$ cat src/rtl/uart_v2.sv
// UART with parameterised frame format, TX/RX FIFOs and per-entry error tags.
// Define UART_RTS_CTS_EN to add cts_n/rts_n hardware flow control.
module uart_v2 #(
    parameter int CLK_PER_BIT   = 64,
    parameter int DATA_BITS     = 8,
    parameter int PARITY        = 0,
    parameter int STOP_BITS     = 1,
    parameter int TX_FIFO_DEPTH = 16,
    parameter int RX_FIFO_DEPTH = 16
) (
    input  logic                               clk,
    input  logic                               rst,
    input  logic [DATA_BITS-1:0]               tx_data,
    input  logic                               tx_valid,
    output logic                               tx_ready,
    output logic [DATA_BITS-1:0]               rx_data,
    output logic                               rx_perr,
    output logic                               rx_ferr,
    output logic                               rx_valid,
    input  logic                               rx_ready,
    output logic                               rx_overrun,
    input  logic                               overrun_clr,
    output logic [$clog2(TX_FIFO_DEPTH):0]     tx_level,
    output logic [$clog2(RX_FIFO_DEPTH):0]     rx_level,
    output logic                               tx_busy,
    output logic                               tx,
    input  logic                               rx
`ifdef UART_RTS_CTS_EN
    ,
    input  logic                               cts_n,
    output logic                               rts_n
`endif
);

    localparam int TX_AW = $clog2(TX_FIFO_DEPTH);
    localparam int RX_AW = $clog2(RX_FIFO_DEPTH);
    localparam int CNT_W = $clog2(CLK_PER_BIT);
    localparam logic [CNT_W-1:0] BIT_LAST  = CNT_W'(CLK_PER_BIT - 1);
    localparam logic [CNT_W-1:0] HALF_LAST = CNT_W'(CLK_PER_BIT / 2 - 1);
    localparam logic [3:0]       DATA_LAST = 4'(DATA_BITS - 1);
    localparam logic [3:0]       STOP_LAST = 4'(STOP_BITS - 1);

    localparam logic [2:0] S_IDLE   = 3'd0;
    localparam logic [2:0] S_START  = 3'd1;
    localparam logic [2:0] S_DATA   = 3'd2;
    localparam logic [2:0] S_PARITY = 3'd3;
    localparam logic [2:0] S_STOP   = 3'd4;

    function automatic logic parity_of(input logic [DATA_BITS-1:0] d);
        return (^d) ^ (PARITY == 2);
    endfunction

    // ---------------- TX FIFO ----------------
    logic [DATA_BITS-1:0] tx_mem [TX_FIFO_DEPTH];
    logic [TX_AW-1:0]     tx_wr_ptr;
    logic [TX_AW-1:0]     tx_rd_ptr;
    logic                 tx_push;
    logic                 tx_pop;

    assign tx_ready = (tx_level != (TX_AW+1)'(TX_FIFO_DEPTH));
    assign tx_push  = tx_valid & tx_ready;

    always_ff @(posedge clk) begin
        if (tx_push)
            tx_mem[tx_wr_ptr] <= tx_data;
    end

    // Power-of-two depth: natural pointer overflow is the DEPTH-1 -> 0 wrap
    always_ff @(posedge clk) begin
        if (rst) begin
            tx_wr_ptr <= '0;
            tx_rd_ptr <= '0;
            tx_level  <= '0;
        end else begin
            if (tx_push)
                tx_wr_ptr <= tx_wr_ptr + 1'b1;
            if (tx_pop)
                tx_rd_ptr <= tx_rd_ptr + 1'b1;
            tx_level <= tx_level + (TX_AW+1)'(tx_push) - (TX_AW+1)'(tx_pop);
        end
    end

    // ---------------- flow control ----------------
    logic tx_go;
`ifdef UART_RTS_CTS_EN
    logic cts_p0;
    logic cts_p1;

    always_ff @(posedge clk) begin
        if (rst) begin
            cts_p0 <= 1'b1;
            cts_p1 <= 1'b1;
        end else begin
            cts_p0 <= cts_n;
            cts_p1 <= cts_p0;
        end
    end

    assign tx_go = ~cts_p1;
    assign rts_n = (rx_level >= (RX_AW+1)'(RX_FIFO_DEPTH - 2));
`else
    assign tx_go = 1'b1;
`endif

    // ---------------- TX engine ----------------
    logic [2:0]           tx_state;
    logic [CNT_W-1:0]     tx_cnt;
    logic [3:0]           tx_idx;
    logic [DATA_BITS-1:0] tx_shift;
    logic                 tx_par;
    logic                 tx_bit_end;
    logic                 tx_frame_end;

    assign tx_bit_end   = (tx_cnt == BIT_LAST);
    assign tx_frame_end = (tx_state == S_STOP) && tx_bit_end && (tx_idx == STOP_LAST);
    assign tx_pop       = tx_go && (tx_level != '0) && ((tx_state == S_IDLE) || tx_frame_end);
    assign tx_busy      = (tx_state != S_IDLE);

    always_ff @(posedge clk) begin
        if (tx_pop) begin
            tx_shift <= tx_mem[tx_rd_ptr];
            tx_par   <= parity_of(tx_mem[tx_rd_ptr]);
        end else if ((tx_state == S_DATA) && tx_bit_end) begin
            tx_shift <= tx_shift >> 1;
        end
    end

    // tx is registered; each new line level is loaded on the bit-boundary edge
    always_ff @(posedge clk) begin
        if (rst) begin
            tx_state <= S_IDLE;
            tx_cnt   <= '0;
            tx_idx   <= '0;
            tx       <= 1'b1;
        end else if (tx_state == S_IDLE) begin
            tx_cnt <= '0;
            if (tx_pop) begin
                tx_state <= S_START;
                tx       <= 1'b0;
            end
        end else if (!tx_bit_end) begin
            tx_cnt <= tx_cnt + 1'b1;
        end else begin
            tx_cnt <= '0;
            case (tx_state)
                S_START: begin
                    tx_state <= S_DATA;
                    tx_idx   <= '0;
                    tx       <= tx_shift[0];
                end
                S_DATA: begin
                    if (tx_idx == DATA_LAST) begin
                        tx_idx <= '0;
                        if (PARITY != 0) begin
                            tx_state <= S_PARITY;
                            tx       <= tx_par;
                        end else begin
                            tx_state <= S_STOP;
                            tx       <= 1'b1;
                        end
                    end else begin
                        tx_idx <= tx_idx + 1'b1;
                        tx     <= tx_shift[1];
                    end
                end
                S_PARITY: begin
                    tx_state <= S_STOP;
                    tx_idx   <= '0;
                    tx       <= 1'b1;
                end
                S_STOP: begin
                    if (tx_idx != STOP_LAST) begin
                        tx_idx <= tx_idx + 1'b1;
                    end else if (tx_pop) begin
                        tx_state <= S_START;
                        tx       <= 1'b0;
                    end else begin
                        tx_state <= S_IDLE;
                        tx       <= 1'b1;
                    end
                end
                default: begin
                    tx_state <= S_IDLE;
                    tx       <= 1'b1;
                end
            endcase
        end
    end

    // ---------------- RX synchroniser ----------------
    logic rx_p0;
    logic rx_p1;
    logic rx_p2;
    logic rx_fall;

    always_ff @(posedge clk) begin
        if (rst) begin
            rx_p0 <= 1'b1;
            rx_p1 <= 1'b1;
            rx_p2 <= 1'b1;
        end else begin
            rx_p0 <= rx;
            rx_p1 <= rx_p0;
            rx_p2 <= rx_p1;
        end
    end

    assign rx_fall = rx_p2 & ~rx_p1;

    // ---------------- RX engine ----------------
    logic [2:0]           rx_state;
    logic [CNT_W-1:0]     rx_cnt;
    logic [3:0]           rx_idx;
    logic [DATA_BITS-1:0] rx_shift;
    logic                 rx_par_s;
    logic                 rx_bit_end;
    logic                 rx_push_req;
    logic                 rx_perr_new;

    assign rx_bit_end  = (rx_cnt == BIT_LAST);
    assign rx_push_req = (rx_state == S_STOP) && rx_bit_end;
    assign rx_perr_new = (PARITY != 0) && (rx_par_s != parity_of(rx_shift));

    always_ff @(posedge clk) begin
        if ((rx_state == S_DATA) && rx_bit_end)
            rx_shift <= {rx_p1, rx_shift[DATA_BITS-1:1]};
        if ((rx_state == S_PARITY) && rx_bit_end)
            rx_par_s <= rx_p1;
    end

    // After the start-bit midpoint every sample lands one full bit later
    always_ff @(posedge clk) begin
        if (rst) begin
            rx_state <= S_IDLE;
            rx_cnt   <= '0;
            rx_idx   <= '0;
        end else begin
            case (rx_state)
                S_IDLE: begin
                    rx_cnt <= '0;
                    if (rx_fall)
                        rx_state <= S_START;
                end
                S_START: begin
                    if (rx_cnt == HALF_LAST) begin
                        rx_cnt   <= '0;
                        rx_idx   <= '0;
                        rx_state <= rx_p1 ? S_IDLE : S_DATA;
                    end else begin
                        rx_cnt <= rx_cnt + 1'b1;
                    end
                end
                S_DATA: begin
                    if (rx_bit_end) begin
                        rx_cnt <= '0;
                        if (rx_idx == DATA_LAST)
                            rx_state <= (PARITY != 0) ? S_PARITY : S_STOP;
                        else
                            rx_idx <= rx_idx + 1'b1;
                    end else begin
                        rx_cnt <= rx_cnt + 1'b1;
                    end
                end
                S_PARITY, S_STOP: begin
                    if (rx_bit_end) begin
                        rx_cnt   <= '0;
                        rx_state <= (rx_state == S_PARITY) ? S_STOP : S_IDLE;
                    end else begin
                        rx_cnt <= rx_cnt + 1'b1;
                    end
                end
                default: rx_state <= S_IDLE;
            endcase
        end
    end

    // ---------------- RX FIFO ----------------
    logic [DATA_BITS+1:0] rx_mem [RX_FIFO_DEPTH];
    logic [RX_AW-1:0]     rx_wr_ptr;
    logic [RX_AW-1:0]     rx_rd_ptr;
    logic                 rx_full;
    logic                 rx_push;
    logic                 rx_pop;

    assign rx_full  = (rx_level == (RX_AW+1)'(RX_FIFO_DEPTH));
    assign rx_valid = (rx_level != '0);
    assign rx_push  = rx_push_req & ~rx_full;
    assign rx_pop   = rx_ready & rx_valid;
    assign {rx_perr, rx_ferr, rx_data} = rx_mem[rx_rd_ptr];

    always_ff @(posedge clk) begin
        if (rx_push)
            rx_mem[rx_wr_ptr] <= {rx_perr_new, ~rx_p1, rx_shift};
    end

    // Fullness is judged before any same-cycle pop, so a pop cannot save the frame
    always_ff @(posedge clk) begin
        if (rst) begin
            rx_wr_ptr  <= '0;
            rx_rd_ptr  <= '0;
            rx_level   <= '0;
            rx_overrun <= 1'b0;
        end else begin
            if (rx_push)
                rx_wr_ptr <= rx_wr_ptr + 1'b1;
            if (rx_pop)
                rx_rd_ptr <= rx_rd_ptr + 1'b1;
            rx_level <= rx_level + (RX_AW+1)'(rx_push) - (RX_AW+1)'(rx_pop);
            if (rx_push_req && rx_full)
                rx_overrun <= 1'b1;
            else if (overrun_clr)
                rx_overrun <= 1'b0;
        end
    end

endmodule

$ cat config.mk
export PLATFORM = sky130hd
export DESIGN_NAME = uart_v2
export DESIGN_NICKNAME = d
export VERILOG_FILES = /design/src/rtl/uart_v2.sv
export SDC_FILE = /design/constraint.sdc
export NUM_CORES = 1
export LEC_CHECK = 0
export ABC_AREA = 0
export CAP_MARGIN = 20
export CELL_PAD_IN_SITES_DETAIL_PLACEMENT = 1
export CELL_PAD_IN_SITES_GLOBAL_PLACEMENT = 1
export CORE_MARGIN = 4
export CORE_UTILIZATION = 50
export CTS_BUF_LIST = sky130_fd_sc_hd__clkbuf_8
export CTS_CLUSTER_SIZE = 14
export DETAILED_ROUTE_END_ITERATION = 8
export HOLD_SLACK_MARGIN = 0.05
export PLACE_DENSITY = 0.87
export SLEW_MARGIN = 15
export SYNTH_ARGS = -nofsm -noshare
export SYNTH_HDL_FRONTEND = slang
export SYNTH_SLANG_ARGS = --single-unit
$ cat constraint.sdc
create_clock -name clk -period 2.78 [get_ports clk]
set_input_delay 0.834 -clock clk [delete_from_list [all_inputs] [get_ports clk]]
set_output_delay 0.834 -clock clk [all_outputs]
set_load 0.02 [all_outputs]
# Yosys cells after proc, flatten, opt, wreduce, memory -nomap -nowiden
# Memories as Yosys holds them, arrays and structs flattened. A register that Yosys moved wholly into a read port is not among the register bits.
# Index checks and enable logic that the tools add are counted.
[classes]
n_addsub = 12
n_mul = 0
div = 0
order_cmp = 0
n_eq_ne = 25
shift = 0
mux = 44
bitwise_logic = 7
reduce_logical = 30
[op_table]
columns = ["operator", "count"]
rows = [
  ["4-bit two-way mux", 9],
  ["3-bit two-way mux", 11],
  ["4-bit by 1-bit adder with 4-bit output (second input constant)", 6],
  ["3-bit case mux with 4 select lines", 2],
  ["6-bit case mux with 3 select lines", 1],
  ["8-bit two-way mux", 2],
  ["1-bit two-way mux", 13],
  ["6-bit by 1-bit adder with 6-bit output (second input constant)", 2],
  ["3-bit by 2-bit equality test with 1-bit output (second input constant)", 4],
  ["6-bit equality test (second input constant)", 2],
  ["6-bit two-way mux", 2],
  ["2-bit inequality test (second input constant)", 6],
  ["4-bit case mux with 3 select lines", 1],
  ["4-bit AND reduction", 3],
  ["5-bit by 1-bit adder with 5-bit output", 2],
  ["5-bit nonzero test", 2],
  ["5-bit by 1-bit subtractor with 5-bit output", 2],
  ["3-bit nonzero test", 3],
  ["4-bit by 3-bit equality test with 1-bit output (second input constant)", 2],
  ["4-bit case mux with 2 select lines", 1],
  ["2-bit nonzero test", 4],
  ["1-bit logical AND", 7],
  ["3-bit by 1-bit equality test with 1-bit output (second input constant)", 2],
  ["3-bit equality test (second input constant)", 2],
  ["other kinds (18)", 27],
]
[totals]
reg_bits = 73
latchBits = 0
mem_bits_rw = 272
rom_bits = 0
in_bits = 14
output_inout_bits = 25
elab_cells = 139
mem_count = 2
[memory_table]
columns = ["name", "depth", "width", "read_ports", "rd_ports_with_merged_regs", "write_ports", "line", "rtl"]
rows = [
  ["rx_mem", 16, 9, 1, 1, 1, "278", "logic [DATA_BITS+1:0] rx_mem [RX_FIFO_DEPTH];"],
  ["tx_mem", 16, 8, 1, 1, 1, "54", "logic [DATA_BITS-1:0] tx_mem [TX_FIFO_DEPTH];"],
]

# Logic depth before layout (Yosys ltp)
[logic_depth]
depth_word = 10
mapped_depth = 16

# Worst setup path before layout
# No wires, ideal clock.
[synth_path]
path_kind = "register -> register"
from = "register tx_level[2]"
to = "register tx_level[4]"
arrival_time_ns = 2.950
setup_slack_ns = -0.300
stages_incl_launch_ff = 17
n_path_buf = 1
period_less_slack_ns = 3.080
cell_sequence = "dfxtp_1 inv_1 ha_1 nor4b_2 or2_2 clkbuf_2 or2_1 inv_2 ha_1 inv_1 ha_1 inv_1 fa_1 nor2b_1 o21bai_1 a21oi_1 nor3b_1"
[synth_between]
elab_chain_cells = 4
elab_cells_between_ends = 6
[synth_rtl]
columns = ["item", "line", "rtl"]
rows = [
  ["start: declaration", "23", "output logic [$clog2(TX_FIFO_DEPTH):0] tx_level,"],
  ["start signal: assignment", "79", "tx_level <= tx_level + (TX_AW+1)'(tx_push) - (TX_AW+1)'(tx_pop);"],
  ["5-bit inequality test", "60", "assign tx_ready = (tx_level != (TX_AW+1)'(TX_FIFO_DEPTH));"],
  ["1-bit AND", "61", "assign tx_push = tx_valid & tx_ready;"],
  ["5-bit by 1-bit adder with 5-bit output", "79", ""],
  ["5-bit by 1-bit subtractor with 5-bit output (*)", "79", ""],
]
# Every way passes the cells marked *; elsewhere a longest branch is shown, timed or not.
# A chain may end at the register's enable or synchronous reset.

==> impl_metrics.yaml <==
placed_design:
  gp_congestion: 0.794
  dpl.hpwl_mm: 22.0
  io_buffers: 37
  dp_cells: 1287
  place_ws_ps: -255
synthesis:
  synth-simple-area-share: 0.0681
  synth_warnings: 0
  synth-main-ff-cell: "edfxtp_1"
  ys_top_cells_by_area: "edfxtp_1, mux4_2, dfxtp_1, ha_1, mux2i_1"
  ys_seq_elements: 353
  synth_cell_type_count: 72
  synthAdderAreaFrac: 0.0271
  synth_top_family_by_area: "multiplexers"
  syn-num-nets: 881
  synth_compound_area_frac: 0.0341
  synth_edf_count: 288
  synthMuxAreaShare: 0.143
  ys_top_cells_by_count: "edfxtp_1, mux4_2, dfxtp_1, nor2_1, inv_1"
  async_flop_share: 0
  syn-instance-count: 838
  syn_area_per_cell_um2: 17.1
  synth_top_area_share: 0.603
  synth-xor-area-share: 0.0110
  yosysMostFrequentCell: "edfxtp_1"
  yosysSeqAreaShare: 0.694
  synth_area_leader_cell: "edfxtp_1"
  synth_area_mm2: 0.0143
final_layout:
  multi_input_area_mm2: 0.00423
  final_cell_count_no_fill: 1402
  area_growth_pct: 18.1
  fin_nets: 1024
  ff_latch_area_mm2: 0.00997
  drive_above_1_share: 0.299
  n_fill_cell: 2581
  final_util: 0.605
  diodes: 0
power_and_ir_drop:
  p_per_area_mw_per_mm2: 805
  swShare: 0.282
  pwr-share-seq: 0.458
  internal_power_mw: 9.79
  combPwrFrac: 0.248
  peakVddDrop_uv: 506
  p_clk_frac: 0.295
  switchingPower_mw: 3.84
  leakagePower_nw: 5.70
timing:
  finalHoldViolations: 0
  slew-limit-headroom: 0.514
  setup_viol: 9
  rsz0062_at_grt: "yes"
  post-route-min-period_ps: 3270
  setup-tns-final_ps: -4020
  setup_slack_ps: -493
  tightest_slew_ps: 729
  period_share: 1.18
  final_max_slew_viol_count: 0
  fmax_mhz: 306
  finClkSkew_ps: 46.5
detailed_routing:
  drt.antenna.violating_nets: 0
  vias_per_cell: 5.69
  post_drt_wl_per_cell_um: 24.0
  dr.pass1.iters: 5
  drc: 0
  wl_mm: 33.7
  vias: 7972
  drt_iter0_markers: 521
global_route:
  grt_pass1_wl_mm: 52.0
  grt_pass1_vias: 8875
  antenna_found_initial: 0
  grt_max_degree: 37
  grt_usage: 0.220
  gr-total-overflow: 0
critical_path:
  crit_arrival_ps: 2440
  cp-end-kind: "output pin"
  cp.required_ps: 1950
  criticalPathCategory: "reg2out"
  path_max_fanout: 7
  startpoint_type: "register"
floorplanning:
  ios: 39
  die_area_mm2: 0.0314
  die_y_um: 177
  rows: 61
  die_width_um: 177
  start_util: 0.512
  core_mm2: 0.0280
status:
  status: "finished with violations"
  violations: "negative setup slack"
run:
  drv_cap: 0
clock_network:
  cts_hold_buffers: 0
  cts_max_path_buffers: 3
  root_buffer: "clkbuf_8"
  clk_latency_ps: 630
  cts.htree.levels: 2
  cts_tree: "built"
  cts_buffers: 56
  cts.reportedPaths.clkPinSlew_ps: 60
  cts_num_sinks: 353
worst_hold_path:
  min_path_type: "reg2reg"
-- cell usage in the layout, fill, tap and decap left out, drive strengths merged, types with 6 or more instances in the layout --
cell	n
edfxtp	288
buf	99
mux4	77
dfxtp	65
nor2	60
inv	58
clkbuf	56
ha	27
a21oi	25
clkdlybuf4s50	24
mux2i	23
nand2	23
clkinv	20
nand3	17
o21ai	17
nor3	13
xor2	11
nor2b	11
nand4	9
mux2	8
nand2b	7
xnor2	7
nor3b	6
-- cell families after synthesis --
logic type,count (synthesis)
xor+xnor,18
compound gates,75
buf+inv,74
other cells,1
flops,353
mux,108
simple gates,179
fa+ha+maj,30
-- power groups by stage --
| stage | Combinational (mW) | Clock (mW) | Sequential (mW) |
|---|---|---|---|
| after floorplan | 1.97 | 0 | 6.32 |
| after global routing | 3.65 | 4.41 | 6.26 |
| after CTS | 3.15 | 4.13 | 6.24 |
| after detailed placement | 2.99 | 0 | 6.34 |
| final | 3.37 | 4.02 | 6.24 |
| after global placement | 2.84 | 0 | 6.32 |
-- stage by stage --
step	total power, mW	instance area (um^2)	hold slack, ps
floorplan	8.29	14400	389
detailed placement	9.34	15700	428
global route	14.3	16900	459
global placement	9.17	15700	430
finish	13.6	16900	441
CTS	13.5	16700	447
-- per-layer routing --
| layer | routed length (um) | track usage | vias to the layer above |
|---|---|---|---|
| met2 | 18300 | 0.401 | 207 |
| met3 | 1490 | 0.0388 | 82 |
| li1 | - | - | 3575 |
| met4 | 1000 | 0.0764 | 0 |
| met5 | 0 | 0 | - |
| met1 | 12900 | 0.263 | 4108 |
-- worst max-delay path, stage by stage, from the launching register on --
cell and delay (ps):
dfxtp_4 400, buf_12 130, buf_16 120, mux4_2 500, mux4_2 510, buf_6 160
-- sequential cells by signal, indices dropped and copies added, names as in the netlist, named ones only --
name,flops
tx_mem,128
rx_shift,8
tx_cnt,6
rx_overrun,1
rx_level,5
tx_idx,4
rx_mem,144
rx_wr_ptr,4
tx_rd_ptr,4
rx_p1,1
rx_idx,4
rx_cnt,6
tx_state,3
rx_p0,1
rx_rd_ptr,4
rx_p2,1
tx_shift,8
tx_level,5
tx_wr_ptr,4
tx,1
rx_state,3
-- area by class of cell --
class | instances | share of cell area
flip-flops and latches | 353 | 0.589
multi-input cells | 411 | 0.250
repair buffers | 125 | 0.0664
clock buffers | 56 | 0.0455
well taps | 378 | 0.0279
clock inverters | 45 | 0.0138
inverters | 34 | 0.00783
-- path summary, 6_finish.rpt --
path                               start                     end  slack (ps)  cells past startpoint
setup / recovery                register              rx_data[5]        -490                      5
hold / removal          rx_p0$_SDFF_PP1_        rx_p1$_SDFF_PP1_         440                      1
setup reg to reg  tx_level[3]$_SDFF_PP0_  tx_level[4]$_SDFF_PP0_          80                     15
hold reg to reg         rx_p0$_SDFF_PP1_        rx_p1$_SDFF_PP1_         440                      1
-- timing repair --
action,4_1_cts,5_1_grt
resized for setup,58,28
endpoints found under the setup margin,14,13
setup buffers,5,8
hold endpoints to repair,0,0
cloned,1,0
pin swaps,4,10
Note: power is estimated with default switching activity, not from simulation.
